File: src/rtl/nibble_packer.sv
// nibble_packer: packs RATIO narrow beats of IN_W bits into one IN_W*RATIO word.
// Valid/ready handshakes on both sides. FLUSH emits a partial word with the
// unfilled slots left at zero. A flush that meets a stalled output is held
// pending, and the input is blocked, until the output register frees up.
module nibble_packer #(
  parameter int IN_W      = 4,
  parameter int RATIO     = 2,
  parameter int MSB_FIRST = 1
) (
  input  logic                        CLK,
  input  logic                        RESET,
  input  logic [IN_W-1:0]             DATA_IN,
  input  logic                        DATA_VALID,
  output logic                        DATA_READY,
  input  logic                        FLUSH,
  output logic [IN_W*RATIO-1:0]       DATA_OUT,
  output logic                        OUTPUT_VALID,
  input  logic                        OUTPUT_READY,
  output logic [$clog2(RATIO+1)-1:0]  OUT_BEATS,
  output logic [RATIO-1:0]            SLOT_EN
);

  localparam int OUT_W = IN_W * RATIO;
  localparam int CW    = $clog2(RATIO + 1);
  localparam logic [CW-1:0] LAST = CW'(RATIO - 1);

  logic [OUT_W-1:0] acc, acc_nx, acc_beat, load_word;
  logic [CW-1:0]    cnt, cnt_nx, load_beats;
  logic             fp, fp_nx, load;
  logic             accept, drain, free, completing;

  assign free       = !OUTPUT_VALID | OUTPUT_READY;
  assign DATA_READY = RESET & !fp & ((cnt < LAST) | free);
  assign accept     = DATA_VALID & DATA_READY;
  assign drain      = OUTPUT_VALID & OUTPUT_READY;
  assign completing = accept & (cnt == LAST);

  // One-hot slot pointer for the next accepted beat; the index is the beat count.
  always_comb begin
    SLOT_EN = '0;
    for (int k = 0; k < RATIO; k++) begin
      SLOT_EN[k] = (cnt == CW'(k));
    end
  end

  // Accumulator with the incoming beat dropped into its slot.
  always_comb begin
    acc_beat = acc;
    for (int k = 0; k < RATIO; k++) begin
      if (cnt == CW'(k)) begin
        acc_beat[((MSB_FIRST != 0) ? (RATIO - 1 - k) : k) * IN_W +: IN_W] = DATA_IN;
      end
    end
  end

  // Next state: the beat is applied first, then a pending or new flush.
  always_comb begin
    acc_nx     = acc;
    cnt_nx     = cnt;
    fp_nx      = fp;
    load       = 1'b0;
    load_word  = '0;
    load_beats = '0;

    if (accept) begin
      if (completing) begin
        load       = 1'b1;
        load_word  = acc_beat;
        load_beats = CW'(RATIO);
        acc_nx     = '0;
        cnt_nx     = '0;
      end else begin
        acc_nx = acc_beat;
        cnt_nx = cnt + CW'(1);
      end
    end

    if (fp) begin
      // Input is blocked while pending, so acc/cnt still hold the partial word.
      if (free) begin
        load       = 1'b1;
        load_word  = acc;
        load_beats = cnt;
        acc_nx     = '0;
        cnt_nx     = '0;
        fp_nx      = 1'b0;
      end
    end else if (FLUSH && !completing && (cnt_nx != '0)) begin
      if (free) begin
        load       = 1'b1;
        load_word  = acc_nx;
        load_beats = cnt_nx;
        acc_nx     = '0;
        cnt_nx     = '0;
      end else begin
        fp_nx = 1'b1;
      end
    end
  end

  // Packing state registers.
  always_ff @(posedge CLK or negedge RESET) begin
    if (!RESET) begin
      acc <= '0;
      cnt <= '0;
      fp  <= 1'b0;
    end else begin
      acc <= acc_nx;
      cnt <= cnt_nx;
      fp  <= fp_nx;
    end
  end

  // Output register: a load replaces the word even while draining (no bubble).
  always_ff @(posedge CLK or negedge RESET) begin
    if (!RESET) begin
      DATA_OUT     <= '0;
      OUT_BEATS    <= '0;
      OUTPUT_VALID <= 1'b0;
    end else if (load) begin
      DATA_OUT     <= load_word;
      OUT_BEATS    <= load_beats;
      OUTPUT_VALID <= 1'b1;
    end else if (drain) begin
      OUTPUT_VALID <= 1'b0;
    end
  end

endmodule

File: config.mk
export PLATFORM = sky130hd
export DESIGN_NAME = nibble_packer
export DESIGN_NICKNAME = d
export VERILOG_FILES = /design/src/rtl/nibble_packer.sv
export SDC_FILE = /design/constraint.sdc
export NUM_CORES = 1
export LEC_CHECK = 0
export ABC_AREA = 1
export CAP_MARGIN = 20
export CORE_ASPECT_RATIO = 0.9
export CORE_MARGIN = 3
export CORE_UTILIZATION = 52
export DETAILED_ROUTE_END_ITERATION = 10
export HOLD_SLACK_MARGIN = 0.1
export PLACE_DENSITY = 0.88
export SYNTH_ARGS = -nofsm -noshare
export SYNTH_HDL_FRONTEND = slang
export SYNTH_SLANG_ARGS = --single-unit
File: constraint.sdc
create_clock -name CLK -period 2 [get_ports CLK]
set_input_delay 0.4 -clock CLK [delete_from_list [all_inputs] [get_ports CLK]]
set_output_delay 0.4 -clock CLK [all_outputs]
set_load 0.02 [all_outputs]
## Yosys cells after proc, flatten, opt, wreduce, memory -nomap -nowiden

Index checks and enable logic that the tools add are counted.

- Bitwise operators: 7
- Reduce and logical (&&, ||, !) cells: 8
- Mux-type cells: 34
- Magnitude comparators: 1
- Eq/ne operators: 1
- $add $sub $neg: 1

Operators with widths:

| operator | count |
|---|---|
| 8-bit 2-to-1 mux | 11 |
| 2-bit 2-to-1 mux | 11 |
| 1-bit 2-to-1 mux | 10 |
| 4-bit 2-to-1 mux | 2 |
| 1-bit AND | 5 |
| 2-bit nonzero test | 2 |
| 1-bit zero test | 3 |
| 2-bit by 1-bit adder with 2-bit output (second input constant) | 1 |
| 2-bit by 1-bit == test with 1-bit output (second input constant) | 1 |
| 1-bit logical AND | 2 |
| 2-bit zero test | 1 |
| 2-bit by 1-bit less-than comparator with 1-bit output (second input constant) | 1 |
| 1-bit bitwise OR | 2 |

- Register bits: 22
- Output and inout bits: 14

## Longest topological paths before layout

- Depth in word-level cells: 13
- Depth in mapped cells: 12

## Worst setup path before layout

No wires, ideal clock.

- Path kind: reg-to-reg
- From: register cnt[1]
- To: register DATA_OUT[6]
- Clock period less this slack: 1677 ps
- Arrival: 1553 ps
- Setup time: 124 ps
- Cell stages (with the launch flop): 11
- Slack: 323 ps
- Cell sequence: dfrtp_1 > nor2_2 > nor2_1 > nor2_2 > nand3_1 > nand2_1 > nor2_1 > nand2_1 > nand2_1 > nand2_1 > nand3_1

- Elaborated cells on any way between the ends: 28
- Those cells by class: add/sub: 1; order compare: 1; eq/ne: 1; mux: 16; bitwise: 4; reduce/logical: 5

RTL lines:

| what | RTL line | RTL |
|---|---|---|
| from (decl) | 28 | `logic [CW-1:0] cnt, cnt_nx, load_beats;` |
| from (signal assigned) | 109 | `cnt <= cnt_nx;` |
| 2-bit zero test (*) | n/a |  |
| net SLOT_EN[0] | 20 | `output logic [RATIO-1:0] SLOT_EN` |
| 4-bit 2-to-1 mux (*) | 50 | `if (cnt == CW'(k)) begin` |
| 8-bit 2-to-1 mux | 66 | `if (completing) begin` |
| 8-bit 2-to-1 mux | 65 | `if (accept) begin` |
| 8-bit 2-to-1 mux | 89 | `if (free) begin` |
| 8-bit 2-to-1 mux | 88 | `end else if (FLUSH && !completing && (cnt_nx != '0)) begin` |
| 8-bit 2-to-1 mux (*) | 78 | `if (fp) begin` |
| to (signal assigned) | 121 | `DATA_OUT <= load_word;` |
| to (decl) | 16 | `output logic [IN_W*RATIO-1:0] DATA_OUT,` |

Mark *: on every way through the listed nets, which the timed path passes. The rest lies on a longest branch.
A chain may end at the register's enable or synchronous reset.

## Worst setup path after layout

- From: input RESET
- To: output DATA_READY

- Cells in the longest elaborated chain, start to end: 2

RTL lines:

| what | RTL line | RTL |
|---|---|---|
| from (decl) | 11 | `input logic RESET,` |
| 1-bit AND (2 in series) | 33 | `assign DATA_READY = RESET & !fp & ((cnt < LAST) \| free);` |
| to (decl) | 14 | `output logic DATA_READY,` |

Every way passes these cells.

==> run metrics <==
portion of synthesized cell area occupied by the leading cell type=40.29%; first-pass detailed-route iteration total=5; Buffers on Ports=22; nets=233; die area=3279 µm²; total number of clock tree sinks=22; Worst Hold Class=in -> async; Clock Latency Late Sink=0.32 ns; Combinational Power Share=58.8%; Setup Buffers After CTS=0; clock transition time at the flip-flop clock pins of the worst setup and hold paths=0.13 ns; post-synthesis net count=193; required time worst endpoint=1.60 ns; maximum VDD drop=981.2 µV; die height=54.63 µm; #FFs+latches synth=22; first-pass GRT wire length=6285 µm; all-layer global routing usage=26.12%; Final Slew Violations=0; GR Overflow Total=0; number of buffers between clock root and the deepest sink=2; RePlAce Congestion=0.9164; critical path arrival=1.53 ns; number of top-level pins=23; final standard cell area without fillers=1780 µm²; sequential area share after synthesis=40.29%; cell taking the most area after synthesis=sky130_fd_sc_hd__dfrtp_1; run status=finished, final reports clean; relative area change from synthesis to final layout=30.31%; die outline width=60.03 µm; pin slew with the least headroom to its limit=0.2859 ns; ranking of synthesized cells by area=sky130_fd_sc_hd__dfrtp_1 40%, sky130_fd_sc_hd__nand2_1 14%, sky130_fd_sc_hd__nand3_1 11%, sky130_fd_sc_hd__nand3_2 8.1%, sky130_fd_sc_hd__nor2_1 5.8%; crit-path max FO=2; TritonCTS clock tree=built; routed wire length per instance=15.09 µm; initial core utilization=58.84%; power per standard cell area=1311 nW/µm²; unrepaired setup endpoints after global routing=false; highest achievable clock rate=518.5 MHz; Std-Cell Rows=16; number of hold violations in the final report=0; category of the worst setup path capture point=output port; Core Region=2322 µm²; number of buffers added to fix hold violations after cts=0; yosys warns=0; launching element type of the critical path=input port; total wirelength of the detailed-routed design=3772 µm; dpl hpwl=2853 µm; leakage power of the design=0.9373 nW; Cell Area, Synth=1366 µm²; Fin Clk Skew=0.005864 ns; Post-DP Area=1748 µm²; Via-to-Cell Ratio=5.672; remaining routing DRC violations=0; number of global-route vias before repair=1421; CTS H-Tree Depth=1; Int Pwr=1.266 mW; drt initial violations=97; antenna-violating nets left=0; sum of negative setup slack=0 ns; shortest clock period the worst path allows after layout=1.929 ns; number of max-capacitance violations reported=0; sequential cell fraction of total power=30.4%; total via count in the routed design=1418; Clk pwr share=10.9%; number of antenna violations at the first check in global routing=0; Worst Setup Path Type=in -> out; pin count of the biggest net entering global routing=23; Synth Instances=184; Netlist cell types=18; antenna fix cells=0; post-route clock period utilization=96.43%; layout cells sized above 1=23.32%; Setup violations, final=0; switching share of power=45.77%; per-instance average area after synthesis=7.426 µm²; CTS Buf Count=3; worst relative slew slack=80.94%; Clock Root Buffer=sky130_fd_sc_hd__clkbuf_4; net switching component of the power=1.068 mW
[timing repair]
action / CTS / global route
endpoints found under the setup margin: 3 / 0
hold endpoints to repair: 0 / 0
gates resized for setup: 3 / 0
[logic make-up after synthesis]
kind of cell	synth area share, %
buffers and inverters	8.974
flip-flops	40.29
AND/OR/NAND/NOR	50.37
AO/OA/AOI/OAI	0.3659
[routing by layer]
metal / wire length [µm] / part of all wire [%] / track usage [%] / up-vias
met2: 1763 / 47 / 47.12 / 84
met4: 120 / 3.2 / 8.118 / 0
met5: 0 / 0 / 0 / -
li1: - / - / - / 661
met3: 380 / 10 / 7.075 / 18
met1: 1508 / 40 / 30.15 / 655
[critical path: stages]
cell and delay (ns):
sky130_fd_sc_hd__clkdlybuf4s50_1 0.52, sky130_fd_sc_hd__nand2_1 0.12, sky130_fd_sc_hd__nor2_2 0.14, sky130_fd_sc_hd__dlygate4sd2_1 0.35
[layout by cell type, fill, tap and decap left out, drive strengths merged]
master,count
buf,18
clkbuf,4
clkdlybuf4s50,19
dfrtp,22
dlygate4sd2,3
inv,24
nand2,58
nand3,43
nand4,5
nor2,26
o21ai,1
[power by group through the flow]
stage / logic (mW) / registers, mW / clock network [mW]
after floorplan: 0.689 / 0.814 / 0
after global placement: 1.31 / 0.701 / 0
after detailed placement: 1.36 / 0.718 / 0
after CTS: 1.36 / 0.706 / 0.254
after global routing: 1.48 / 0.726 / 0.269
final: 1.37 / 0.709 / 0.254
[Yosys cell counts (all sizes together)]
cell / n
nand2: 58
dfrtp: 22
buf: 3
nand3: 43
nand4: 5
inv: 24
o21ai: 1
clkbuf: 2
nor2: 26
[state kept, by name, summed over array words and instances, names as in the netlist]
| register | count |
|---|---|
| OUT_BEATS | 2 |
| acc | 8 |
| DATA_OUT | 8 |
| OUTPUT_VALID | 1 |
| fp | 1 |
| cnt | 2 |
[through the flow]
stage,setup WS (ns),utilization [%],total power [mW],instances,hold WS (ns)
6_report,0.07146,76.67,2.335,250,0.5036
5_1_grt,0.009160,76.67,2.478,250,0.5282
4_1_cts,0.07361,76.67,2.319,250,0.5126
3_5_place_dp,-0.1843,75.27,2.073,246,0.4849
3_3_place_gp,-0.1986,75.27,2.011,246,0.4779
2_1_floorplan,0.3230,-,1.503,184,0.1044
[cell type report]
type                            count  area, µm²
Multi-Input combinational cell    133      693.2
Fill cell                         185      541.8
Timing Repair Buffer               40      376.6
Inverter                           24      90.09
Sequential cell                    22      550.5
Clock buffer                        4      36.28
Tap cell                           27      33.78
[worst paths after layout]
check | start | endpoint | slack [ns] | depth (start not counted)
max in group asynchronous | RESET | acc[6] | 1.27 | 2
min reg2reg | acc[1] | acc[1] | 0.51 | 2
max reg2reg | cnt[0] | DATA_OUT[0] | 0.26 | 12
min | RESET | OUT_BEATS[0] | 0.50 | 2
min in group CLK | acc[1] | acc[1] | 0.51 | 2
max | RESET | DATA_READY | 0.07 | 4
Power figures use the tool's default switching activity.
